[config.mk]
export PLATFORM = sky130hd
export DESIGN_NAME = mem_arbiter
export DESIGN_NICKNAME = d
export VERILOG_FILES = /design/src/rtl/mem_arbiter.sv
export SDC_FILE = /design/constraint.sdc
export NUM_CORES = 1
export LEC_CHECK = 0
export ABC_AREA = 1
export CAP_MARGIN = 20
export CORE_ASPECT_RATIO = 1.75
export CORE_MARGIN = 4
export CORE_UTILIZATION = 45
export CTS_CLUSTER_DIAMETER = 40
export DETAILED_ROUTE_END_ITERATION = 12
export GPL_ROUTABILITY_DRIVEN = 0
export GPL_TIMING_DRIVEN = 0
export PLACE_DENSITY_LB_ADDON = 0.05
export SLEW_MARGIN = 20
export SYNTH_ARGS = -nofsm -noshare
export SYNTH_HDL_FRONTEND = slang
export SYNTH_SLANG_ARGS = --single-unit
[constraint.sdc]
create_clock -name clk -period 4.3 [get_ports clk]
set_input_delay 0.645 -clock clk [delete_from_list [all_inputs] [get_ports clk]]
set_output_delay 0.645 -clock clk [all_outputs]
set_load 0.01 [all_outputs]
[src/rtl/mem_arbiter.sv]
// Two-port arbiter in front of a single-port core memory bank with a registered read address.
// It also runs a clear sequencer that writes zero to every word of the bank.
module mem_arbiter #(
  parameter int DATA_WIDTH = 36,
  parameter int ADDR_WIDTH = 14
) (
  input  logic                  clk,
  input  logic                  reset_n,
  input  logic                  a_req,
  input  logic                  a_wr,
  input  logic [ADDR_WIDTH-1:0] a_addr,
  input  logic [DATA_WIDTH-1:0] a_wdata,
  output logic                  a_ack,
  output logic [DATA_WIDTH-1:0] a_rdata,
  input  logic                  b_req,
  input  logic                  b_wr,
  input  logic [ADDR_WIDTH-1:0] b_addr,
  input  logic [DATA_WIDTH-1:0] b_wdata,
  output logic                  b_ack,
  output logic [DATA_WIDTH-1:0] b_rdata,
  input  logic                  clr,
  output logic                  clr_busy,
  output logic [ADDR_WIDTH-1:0] ram_addr,
  output logic [DATA_WIDTH-1:0] ram_data,
  output logic                  ram_we,
  input  logic [DATA_WIDTH-1:0] ram_q
);

  typedef enum logic [2:0] {
    S_IDLE,
    S_ACCESS,
    S_CAPTURE,
    S_ACK,
    S_CLEAR
  } state_t;

  localparam logic [ADDR_WIDTH-1:0] LAST_ADDR = '1;

  state_t                  state_q;
  logic                    last_grant_q;  // 1 = port B held the most recent grant
  logic                    a_ack_q;
  logic                    b_ack_q;
  logic                    clr_busy_q;
  logic                    ram_we_q;
  logic [ADDR_WIDTH-1:0]   ram_addr_q;
  logic [DATA_WIDTH-1:0]   ram_data_q;
  logic [DATA_WIDTH-1:0]   a_rdata_q;
  logic [DATA_WIDTH-1:0]   b_rdata_q;
  logic                    grant_b_d;

  // On a tie, the port that did not hold the last grant wins.
  always_comb begin
    grant_b_d = b_req;
    if (a_req && b_req) begin
      grant_b_d = !last_grant_q;
    end
  end

  always_ff @(posedge clk) begin
    if (!reset_n) begin
      state_q      <= S_IDLE;
      last_grant_q <= 1'b1;
      a_ack_q      <= 1'b0;
      b_ack_q      <= 1'b0;
      clr_busy_q   <= 1'b0;
      ram_we_q     <= 1'b0;
      ram_addr_q   <= '0;
      ram_data_q   <= '0;
      a_rdata_q    <= '0;
      b_rdata_q    <= '0;
    end else begin
      case (state_q)
        S_IDLE: begin
          if (clr) begin
            ram_addr_q <= '0;
            ram_data_q <= '0;
            ram_we_q   <= 1'b1;
            clr_busy_q <= 1'b1;
            state_q    <= S_CLEAR;
          end else if (a_req || b_req) begin
            last_grant_q <= grant_b_d;
            ram_addr_q   <= grant_b_d ? b_addr  : a_addr;
            ram_data_q   <= grant_b_d ? b_wdata : a_wdata;
            ram_we_q     <= grant_b_d ? b_wr    : a_wr;
            state_q      <= S_ACCESS;
          end
        end
        S_ACCESS: begin
          ram_we_q <= 1'b0;
          state_q  <= S_CAPTURE;
        end
        S_CAPTURE: begin
          // The memory returns the new word on a write, so reads and writes share this path.
          if (last_grant_q) begin
            b_rdata_q <= ram_q;
            b_ack_q   <= 1'b1;
          end else begin
            a_rdata_q <= ram_q;
            a_ack_q   <= 1'b1;
          end
          state_q <= S_ACK;
        end
        S_ACK: begin
          a_ack_q <= 1'b0;
          b_ack_q <= 1'b0;
          state_q <= S_IDLE;
        end
        S_CLEAR: begin
          ram_addr_q <= ram_addr_q + 1'b1;
          if (ram_addr_q == LAST_ADDR) begin
            ram_we_q   <= 1'b0;
            clr_busy_q <= 1'b0;
            state_q    <= S_IDLE;
          end
        end
        default: begin
          state_q <= S_IDLE;
        end
      endcase
    end
  end

  assign a_ack    = a_ack_q;
  assign b_ack    = b_ack_q;
  assign a_rdata  = a_rdata_q;
  assign b_rdata  = b_rdata_q;
  assign clr_busy = clr_busy_q;
  assign ram_addr = ram_addr_q;
  assign ram_data = ram_data_q;
  assign ram_we   = ram_we_q;

endmodule

# After elaboration in Yosys (flattened, before gate mapping)

Cells that the tools add are included.

Bits of input ports: 143
Bits in writable memories: 0
Logic and storage cells: 64
Latch bits: 0
Memories kept: 0
Output and inout port bits: 126
Bits in read-only memories: 0
Bits in registers: 130

Shifts and indexed selects: 0
$add $sub $neg: 1
Bitwise operators: 2
Reductions and logical operators: 18
Eq/ne operators: 10
Divide/modulo/power cells: 0
Mux-type cells: 23
Multipliers: 0
$lt $le $gt $ge: 0

Operator list:

| cell                                           | count |
|---|---|
| two-way mux 36 bit                             | 3 |
| two-way mux 14 bit                             | 3 |
| one-hot mux 14 bit (2 select lines)            | 1 |
| adder 14 x 1 -> 14 bit (second input constant) | 1 |
| == test 14 bit (second input constant)         | 1 |
| AND reduction 2 bit                            | 7 |
| one-hot mux 3 bit (4 select lines)             | 1 |
| two-way mux 3 bit                              | 3 |
| AND reduction 3 bit                            | 3 |
| two-way mux 1 bit                              | 8 |
| != test 2 bit (second input constant)          | 4 |
| == test 3 x 2 -> 1 bit (second input constant) | 2 |
| one-hot mux 1 bit (2 select lines)             | 3 |
| nonzero test 2 bit                             | 3 |
| == test 3 x 1 -> 1 bit (second input constant) | 1 |
| == test 3 bit (second input constant)          | 1 |
| logical NOT 3 bit                              | 1 |
| != test 3 bit (second input constant)          | 1 |
| one-hot mux 1 bit (3 select lines)             | 1 |
| nonzero test 3 bit                             | 1 |
| NOT 1 bit                                      | 2 |
| logical AND 1 bit                              | 1 |
| logical NOT 1 bit                              | 1 |
| logical OR 1 bit                               | 1 |

# Longest topological paths before layout

Gate-level depths: netlist (run 1).

Depth in word-level cells: 6
Depth in mapped cells: 11

# Worst setup path after synthesis (run 1)

Ideal clock, no wire load.

Kind: input port to flip-flop
Start: in a_req
End: reg ram_addr_q[4], in the netlist ram_addr[4]
Stages on the path: 10
Data arrival time: 1.541 ns
Slack: 2.650 ns
Library setup time: 0.109 ns
Data required time: 4.191 ns
Path through: nand2_1 > nand2_1 > clkinv_1 > clkbuf_1 > nor2_1 > nor2_1 > o21ai_0 > nand3_1 > nand2_1 > inv_1

Word-level cells in the longest chain between the ends: 6
Elaborated cells on any way between the ends: 9

RTL lines:

| item                                | RTL line | source |
|---|---|---|
| from (decl)                         | 9        | `input logic a_req,` |
| logical AND 1 bit                   | 54       | `if (a_req && b_req) begin` |
| two-way mux 1 bit                   | 54       |  |
| two-way mux 14 bit                  | 82       | `ram_addr_q <= grant_b_d ? b_addr : a_addr;` |
| two-way mux 14 bit                  | 80       | `end else if (a_req \|\| b_req) begin` |
| two-way mux 14 bit                  | 74       | `if (clr) begin` |
| one-hot mux 14 bit (2 select lines) | 72       | `case (state_q)` |
| to (signal assigned)                | 82       |  |
| to (signal assigned)                | 109      | `ram_addr_q <= ram_addr_q + 1'b1;` |
| to (decl)                           | 45       | `logic [ADDR_WIDTH-1:0] ram_addr_q;` |

Parallel ways exist; a longest one is shown, timed or not. The select of a mux whose other input is x is not followed.
A chain may end at the register's enable or synchronous reset.

# Worst setup path after layout (run 1)

Start: in a_req
End: reg ram_addr_q[5], in the netlist ram_addr[5]

The elaborated chain is that of the path after synthesis.

==> results of run 1 <==
metal layers:
metal / global-route usage / share of wire / vias to the layer above
met2: 0.485 / 0.56 / 201
met4: 0.0881 / 0.015 / 0
li1: - / - / 3253
met1: 0.237 / 0.36 / 2768
met5: 0 / 0 / -
met3: 0.0823 / 0.071 / 18
flip-flops by register name, indices dropped and copies added, names as in the netlist:
signal,count
clr_busy,1
ram_data,36
b_rdata,36
a_rdata,36
ram_addr,14
state_q,3
a_ack,1
ram_we,1
last_grant_q,1
b_ack,1
through the flow:
step	instances	hold WS [ps]	setup WS [ps]
after floorplan	848	468	2650
after global placement	1283	431	1670
after detailed placement	1283	435	1650
after CTS	1315	444	2060
after global routing	1315	459	1890
final	1315	442	2080
Yosys cell counts:
| master | instances |
|---|---|
| clkinv_1 | 2 |
| o21bai_1 | 2 |
| nand3_1 | 25 |
| xor2_1 | 1 |
| nor3_1 | 6 |
| clkbuf_1 | 37 |
| nor2_4 | 2 |
| nand4_1 | 2 |
| a21oi_4 | 1 |
| buf_2 | 9 |
| a21oi_1 | 132 |
| inv_1 | 106 |
| buf_6 | 4 |
| ha_1 | 1 |
| dfxtp_1 | 130 |
| nor2_1 | 53 |
| nand2_1 | 238 |
| o21ai_0 | 93 |
| inv_2 | 1 |
| nand2_2 | 1 |
| nand3b_1 | 1 |
| or2_2 | 1 |
path summary, 6_finish.rpt:
| check | startpoint | end | slack [ps] | cells after the start |
|---|---|---|---|---|
| min reg2reg | a_rdata[29]$_SDFFE_PN0P_ | a_rdata[29]$_SDFFE_PN0P_ | 440 | 2 |
| max reg2reg | last_grant_q$_SDFFE_PN1P_ | ram_addr[5]$_SDFFE_PN0P_ | 2430 | 8 |
| min | a_rdata[29]$_SDFFE_PN0P_ | a_rdata[29]$_SDFFE_PN0P_ | 440 | 2 |
| max | a_req | ram_addr[5]$_SDFFE_PN0P_ | 2080 | 9 |
where the power goes:
part	switching, mW	internal [mW]
sequential	0.0808	1.31
clock	0.564	0.939
combinational	0.446	0.428
total	1.09	2.68
cell families after synthesis:
| kind of cell | count (synthesis) |
|---|---|
| AOI/OAI and AO/OA | 228 |
| xor gates and xnor gates | 1 |
| adders and majority gates | 1 |
| buffers and inverters | 159 |
| DFF | 130 |
| and+or+nand+nor | 329 |
layout make-up:
| cell class | count | area [um2] |
|---|---|---|
| fill | 1021 | 3280 |
| timing repair buffer | 267 | 2670 |
| sequential | 130 | 2600 |
| multi-input combinational | 559 | 2480 |
| clock buffer | 19 | 443 |
| inverter | 109 | 409 |
| buffer | 50 | 229 |
| tap | 168 | 210 |
| clock inverter | 13 | 170 |
worst max-delay path, cell delays in order:
cell and delay, ps:
clkdlybuf4s50_1 480, nand2_1 50, nand2_1 230, clkinv_1 290, clkbuf_1 310, o21ai_0 310, nand3_1 100, nand2_1 80
inv_1 30
==> flow_summary.json, run 1 <==
{
  "grt_pass1_wl_um": 29000,
  "drc_errors": 0,
  "synth-xor-area-share": 0.00153,
  "status": "finished, final reports clean",
  "ctsHoldBuffers": 0,
  "netlist_area_um2": 5720,
  "dpl_cell_area_um2": 8600,
  "postRouteAntennaNets": 0,
  "mostFrequentLayoutCells": "clkdlybuf4s50_1, nand2_1, a21oi_1, dfxtp_1, inv_1",
  "n_antenna_cell": 0,
  "drt_pass1_iterations": 5,
  "power_mw": 3.77,
  "fin_area_um2": 9220,
  "grt_pass1_vias": 6015,
  "numPortBuffers": 267,
  "synth_top_family_by_area": "simple AND/OR/NAND/NOR gates",
  "ys_seq_elements": 130,
  "grt_max_degree": 17,
  "fin_tns_setup_ps": 0,
  "cts_tree": "yes",
  "worst_pin_slew_ps": 553,
  "yosysUniqueCellTypes": 22,
  "worstSetupStartpointType": "input port",
  "ctsResizeCount": 0,
  "fmax_mhz": 450,
  "fp.dieW_um": 93.2,
  "drt_iter0_markers": 177,
  "cts_root_buffer": "clkbuf_16",
  "syn_to_final_growth_pct": 61.1,
  "p_leak_nw": 3.62,
  "fin_util": 0.737,
  "irDropWorstVdd_uv": 265,
  "synthDominantCellAreaShare": 0.455,
  "core_area_um2": 12500,
  "cts_max_path_buffers": 2,
  "avgSynthCellArea_um2": 6.75,
  "syn_nets": 992,
  "gr-total-overflow": 0,
  "antenna_found_initial": 0,
  "synth_compound_area_frac": 0.202,
  "htree_levels": 4,
  "muxShareOfSynthArea": 0,
  "final_common_cell": "clkdlybuf4s50_1",
  "synthCells": 848,
  "pin_count": 269,
  "dieHeight_um": 157,
  "synth-seq-area-share": 0.455,
  "num_vias": 6240,
  "min_path_type": "register to register",
  "worstPathMaxFanout": 10,
  "rsz0062_at_grt": "no",
  "maxSlewViolCount": 0,
  "dieArea_um2": 14700,
  "clkLatencyLatePin_ps": 410,
  "clock_sinks": 130,
  "setup_viol": 0,
  "powerDensity_nw_per_um2": 409,
  "via_per_inst": 4.75,
  "cap_violations": 0,
  "required_ps": 4610,
  "num_rows": 54,
  "yosys_warnings": 0,
  "critPathKind": "input port to register",
  "cts_made_buffers": 17,
  "initial_core_util": 0.458,
  "synthAdderAreaFrac": 0.00219,
  "wl_per_cell_um": 14.1,
  "yosys-top-cells-area": "dfxtp_1, nand2_1, a21oi_1, o21ai_0, inv_1",
  "synth-simple-area-share": 0.228,
  "dp_hpwl_um": 14500,
  "final-hold-violation-count": 0,
  "slew_headroom": 0.631,
  "end_kind": "register",
  "skew_ps": 8.68,
  "cp.arrival_ps": 2530,
  "fin_crit_ps": 2220,
  "grt_usage": 0.249,
  "drive_above_1_share": 0.0436,
  "timing.final.crit_share": 0.517,
  "final_nets": 1278,
  "yosys.area.top_type": "dfxtp_1",
  "drt-total-wl_um": 18600,
  "clkTransAtPathRegs_ps": 60,
  "post_cts_buffers": 0
}
Power figures use the tool's default switching activity.
==> run 2, diff against run 1 <==
--- a/config.mk
+++ b/config.mk
@@ -9,7 +9,7 @@
 export CAP_MARGIN = 20
 export CORE_ASPECT_RATIO = 1.75
 export CORE_MARGIN = 4
-export CORE_UTILIZATION = 45
+export CORE_UTILIZATION = 41
 export CTS_CLUSTER_DIAMETER = 40
 export DETAILED_ROUTE_END_ITERATION = 12
 export GPL_ROUTABILITY_DRIVEN = 0
==> constraint.sdc (replaced) <==
create_clock -name clk -period 2.3 [get_ports clk]
set_input_delay 0.345 -clock clk [delete_from_list [all_inputs] [get_ports clk]]
set_output_delay 0.345 -clock clk [all_outputs]
set_load 0.01 [all_outputs]
==> flow_summary.json, run 2 (synthesis results as in run 1) <==
{
  "status": "finished, final reports clean",
  "core_area_um2": 13500,
  "crit_cells": 9,
  "post_cts_buffers": 0,
  "top_layer_used": "met4",
  "fin_crit_ps": 1900,
  "num_rows": 56,
  "initial_core_util": 0.423,
  "dieArea_um2": 16000,
  "drive_above_1_share": 0.0436,
  "rsz0062_at_grt": "no",
  "path_common_cell": "nand2_1",
  "pwr-share-seq": 0.369,
  "clock_sinks": 130,
  "num_vias": 6309,
  "hold_path_startpoint": "b_rdata[22]$_SDFFE_PN0P_",
  "mostFrequentLayoutCells": "clkdlybuf4s50_1, nand2_1, a21oi_1, dfxtp_1, inv_1",
  "grt_pass1_vias": 6133,
  "wl_per_cell_um": 14.1,
  "holdPathEnd": "b_rdata[22]$_SDFFE_PN0P_",
  "setup_viol": 0,
  "drt-total-wl_um": 18700,
  "dp.cells": 1289,
  "drt_pass1_iterations": 4,
  "fin_util": 0.682,
  "n_antenna_cell": 0,
  "p_leak_nw": 3.61,
  "clkLatencyLatePin_ps": 420,
  "skew_ps": 11.2,
  "r2r_cells": 8,
  "dp_hpwl_um": 14600,
  "cpPeakStageDelay_ps": 490,
  "timing.rr.end": "ram_addr[5]$_SDFFE_PN0P_",
  "reg2reg_from": "last_grant_q$_SDFFE_PN1P_",
  "antenna_found_initial": 0,
  "drt_iter0_markers": 193,
  "routed-wl-met2_um": 10200,
  "slowest_stage": "clkdlybuf4s50_1",
  "grt_max_degree": 17,
  "slew_headroom": 0.637,
  "fmax_mhz": 526,
  "cp_cell_sequence": "clkdlybuf4s50_1 -> nand2_1 -> nand2_1 -> clkinv_1 -> clkbuf_1 -> o21ai_0 -> nand3_1 -> nand2_1 -> inv_1",
  "fp.dieW_um": 97.3,
  "cp_num_buf_inv": 4,
  "final_nets": 1278,
  "worstPathMaxFanout": 10,
  "p_switching_mw": 2.04,
  "nFillCells": 1184,
  "drc_errors": 0,
  "powerDensity_nw_per_um2": 763,
  "end_kind": "register",
  "fin_area_um2": 9230,
  "required_ps": 2610,
  "p_int_mw": 5.00,
  "timing.final.crit_share": 0.827,
  "cts_root_buffer": "clkbuf_16",
  "ctsHoldBuffers": 0,
  "worstSetupStartpointType": "input port",
  "grt_pass1_wl_um": 29600,
  "ctsResizeCount": 0,
  "irDropWorstVdd_uv": 424,
  "via_per_inst": 4.78,
  "whs_path_depth": 2,
  "r2r_slack_ps": 450,
  "numPortBuffers": 267,
  "p_sw_frac": 0.290,
  "final_cells": 1321,
  "dieHeight_um": 164,
  "maxSlewViolCount": 0,
  "cap_violations": 0,
  "syn_to_final_growth_pct": 61.3,
  "min_path_type": "register to register",
  "clkTransAtPathRegs_ps": 60,
  "cts_tree": "yes",
  "cts_max_path_buffers": 2,
  "cts_made_buffers": 17,
  "gr-total-overflow": 0,
  "cp.arrival_ps": 2220,
  "grt_usage": 0.231,
  "wl_met3_um": 1550,
  "critPathKind": "input port to register",
  "cp_top_family": "buffers and inverters",
  "htree_levels": 4,
  "pwr-share-comb": 0.231,
  "pin_count": 269,
  "hold_slack_ps": 442,
  "met1_length_um": 6540,
  "fin_tns_setup_ps": 0,
  "final-hold-violation-count": 0,
  "worst_pin_slew_ps": 545,
  "postRouteAntennaNets": 0,
  "final_common_cell": "clkdlybuf4s50_1",
  "dpl_cell_area_um2": 8610,
  "pwr-share-clk": 0.400
}
[run 2: how the worst max path moves through the flow]
stage	startpoint	endpoint	slack (ps)
finish	a_req	ram_addr[5]$_SDFFE_PN0P_	400
global route	a_req	ram_addr[5]$_SDFFE_PN0P_	160
CTS	a_req	ram_addr[5]$_SDFFE_PN0P_	380
detailed placement	a_req	ram_addr[5]$_SDFFE_PN0P_	-60
global placement	a_req	ram_addr[5]$_SDFFE_PN0P_	-60
floorplan	state_q[1]$_SDFFE_PN0P_	ram_addr[4]$_SDFFE_PN0P_	940
[run 2: worst min-delay path, cell delays in order (launching register included)]
cell and delay (ps):
dfxtp_1 310, inv_1 40, a21oi_1 50
[run 2: per-stage QoR]
stage	total power, mW	setup WS, ps
floorplan	3.42	936
global placement	4.26	-55.3
detailed placement	4.27	-57.4
CTS	7.09	376
global route	7.40	164
finish	7.04	397
[run 2: power by group through the flow]
stage / Clock [mW] / Combinational [mW] / Sequential [mW]
after floorplan: 0 / 0.713 / 2.71
after global placement: 0 / 1.62 / 2.64
after detailed placement: 0 / 1.63 / 2.64
after CTS: 2.85 / 1.64 / 2.60
after global routing: 2.96 / 1.81 / 2.62
final: 2.82 / 1.62 / 2.60
[run 2: final cells by class]
class	count	area, um2	share of cell area
Buffer	50	229	0.0248
Inverter	109	409	0.0443
Timing Repair Buffer	267	2670	0.290
Clock inverter	13	174	0.0188
Sequential cell	130	2600	0.282
Clock buffer	19	443	0.0480
Multi-Input combinational cell	559	2480	0.269
Tap cell	174	218	0.0236
[run 2: routing by layer]
metal | vias to the layer above | global-route usage
met3 | 27 | 0.0871
met5 | - | 0
met4 | 0 | 0.0832
met1 | 2810 | 0.215
li1 | 3257 | -
met2 | 215 | 0.451
==> run 3, diff against run 2 <==
--- a/config.mk
+++ b/config.mk
@@ -9,7 +9,7 @@
 export CAP_MARGIN = 20
 export CORE_ASPECT_RATIO = 1.75
 export CORE_MARGIN = 4
-export CORE_UTILIZATION = 41
+export CORE_UTILIZATION = 37
 export CTS_CLUSTER_DIAMETER = 40
 export DETAILED_ROUTE_END_ITERATION = 12
 export GPL_ROUTABILITY_DRIVEN = 0
==> constraint.sdc (replaced) <==
create_clock -name clk -period 1.6 [get_ports clk]
set_input_delay 0.24 -clock clk [delete_from_list [all_inputs] [get_ports clk]]
set_output_delay 0.24 -clock clk [all_outputs]
set_load 0.01 [all_outputs]
==> flow_summary.json, run 3 (synthesis results as in run 1) <==
{
  "worst_pin_slew_ps": 621,
  "htree_levels": 4,
  "fp.dieW_um": 102,
  "pin_count": 269,
  "r2r_slack_ps": -8,
  "syn_to_final_growth_pct": 66.8,
  "reg2reg_from": "state_q[1]$_SDFFE_PN0P_",
  "cts_tree": "yes",
  "grt_pass1_wl_um": 29600,
  "drive_above_1_share": 0.0864,
  "cts_made_buffers": 17,
  "worstPathMaxFanout": 5,
  "fin_crit_ps": 1610,
  "p_switching_mw": 3.07,
  "rsz0062_at_grt": "yes",
  "status": "finished, violations left",
  "mostFrequentLayoutCells": "nand2_1, clkdlybuf4s50_1, a21oi_1, dfxtp_1, inv_1",
  "drt-total-wl_um": 19200,
  "wl_per_cell_um": 14.3,
  "powerDensity_nw_per_um2": 1070,
  "dp_hpwl_um": 14900,
  "via_per_inst": 4.70,
  "multi_input_area_um2": 2590,
  "pwr-share-comb": 0.245,
  "final-hold-violation-count": 0,
  "grt_max_degree": 17,
  "finalWorstSetupSlack_ps": -7.70,
  "gr-total-overflow": 0,
  "fmax_mhz": 622,
  "cap_violations": 0,
  "regArea_um2": 2610,
  "clock_sinks": 130,
  "fin_area_um2": 9540,
  "drt_pass1_iterations": 5,
  "num_rows": 59,
  "grt_pass1_vias": 6158,
  "required_ps": 1930,
  "power_mw": 10.2,
  "critPathKind": "register to register",
  "drt_iter0_markers": 231,
  "timing.rr.end": "ram_data[13]$_SDFFE_PN0P_",
  "numPortBuffers": 267,
  "dieArea_um2": 17600,
  "final_common_cell": "nand2_1",
  "dpl_cell_area_um2": 8620,
  "r2r_cells": 10,
  "cts_max_path_buffers": 2,
  "drc_errors": 0,
  "min_path_type": "input port to register",
  "critical_path.endpoint": "ram_data[13]$_SDFFE_PN0P_",
  "ctsHoldBuffers": 0,
  "num_vias": 6295,
  "maxSlewViolCount": 0,
  "p_int_mw": 7.15,
  "skew_ps": 7.54,
  "clkLatencyLatePin_ps": 410,
  "postRouteAntennaNets": 0,
  "core_area_um2": 15100,
  "pwr-share-clk": 0.389,
  "timing.final.crit_share": 1.00,
  "p_sw_frac": 0.300,
  "violations": "negative setup slack",
  "final_nets": 1288,
  "clkTransAtPathRegs_ps": 60,
  "dieHeight_um": 173,
  "pwr-share-seq": 0.366,
  "cp.arrival_ps": 1940,
  "antenna_found_initial": 0,
  "p_leak_nw": 4.18,
  "n_antenna_cell": 0,
  "end_kind": "register",
  "slew_headroom": 0.586,
  "cp-startpoint": "state_q[1]$_SDFFE_PN0P_",
  "initial_core_util": 0.380,
  "worstSetupStartpointType": "register",
  "irDropWorstVdd_uv": 623,
  "grt_usage": 0.212,
  "setup_viol": 1,
  "cts_root_buffer": "clkbuf_16",
  "nFillCells": 1431
}
==> run 3: worst max-delay path: stages, from the launching register on <==
cell,delay (ps)
dfxtp_1,300
buf_6,120
nor2_4,170
nand2_4,90
nor2_4,120
inv_2,60
a21oi_4,140
buf_6,150
clkbuf_16,140
nand2_1,70
a21oi_1,170
==> run 3: cell type report <==
class,count,area share
Buffer,50,0.0283
Clock buffer,18,0.0460
Timing Repair Buffer,277,0.296
Inverter,109,0.0430
Multi-Input combinational cell,559,0.272
Clock inverter,14,0.0173
Sequential cell,130,0.274
Tap cell,183,0.0240
==> run 3: worst min path at each step <==
| stage | from | end | slack (ps) | depth (start not counted) |
|---|---|---|---|---|
| floorplan | clr | clr_busy$_SDFFE_PN0P_ | 410 | 2 |
| global placement | a_rdata[19]$_SDFFE_PN0P_ | a_rdata[19]$_SDFFE_PN0P_ | 430 | 2 |
| detailed placement | b_rdata[22]$_SDFFE_PN0P_ | b_rdata[22]$_SDFFE_PN0P_ | 430 | 2 |
| CTS | reset_n | ram_addr[3]$_SDFFE_PN0P_ | 430 | 5 |
| global route | b_rdata[27]$_SDFFE_PN0P_ | b_rdata[27]$_SDFFE_PN0P_ | 460 | 2 |
| finish | reset_n | ram_addr[3]$_SDFFE_PN0P_ | 420 | 5 |
==> run 3: timing repair <==
item	in CTS	in global routing
setup endpoints to repair	135	145
gates resized for setup	28	78
pin swaps	0	5
buffers inserted	1	7
gates cloned	0	2
==> run 3: power by group through the flow <==
stage / Clock (mW) / Combinational, mW / Sequential [mW]
2_1_floorplan: 0 / 1.02 / 3.89
3_3_place_gp: 0 / 2.35 / 3.79
3_5_place_dp: 0 / 2.35 / 3.80
4_1_cts: 4.05 / 2.35 / 3.74
5_1_grt: 4.21 / 2.78 / 3.79
6_report: 3.97 / 2.50 / 3.75
==> run 3: routing by layer <==
metal,global-route usage,share of wire,up-vias
li1,-,-,3283
met1,0.199,0.35,2769
met2,0.396,0.54,211
met3,0.0872,0.082,32
met4,0.0777,0.030,0
met5,0,0,-
==> run 3: metrics by stage <==
step / utilization / setup TNS (ps) / std cells / hold WS, ps / worst slack (ps)
floorplan: - / 0 / 848 / 409 / 236
global placement: 0.573 / -26480 / 1298 / 431 / -625
detailed placement: 0.573 / -27980 / 1298 / 434 / -631
CTS: 0.615 / -87.6 / 1331 / 432 / -16.4
global route: 0.634 / -422 / 1340 / 457 / -127
finish: 0.634 / -7.70 / 1340 / 420 / -7.70
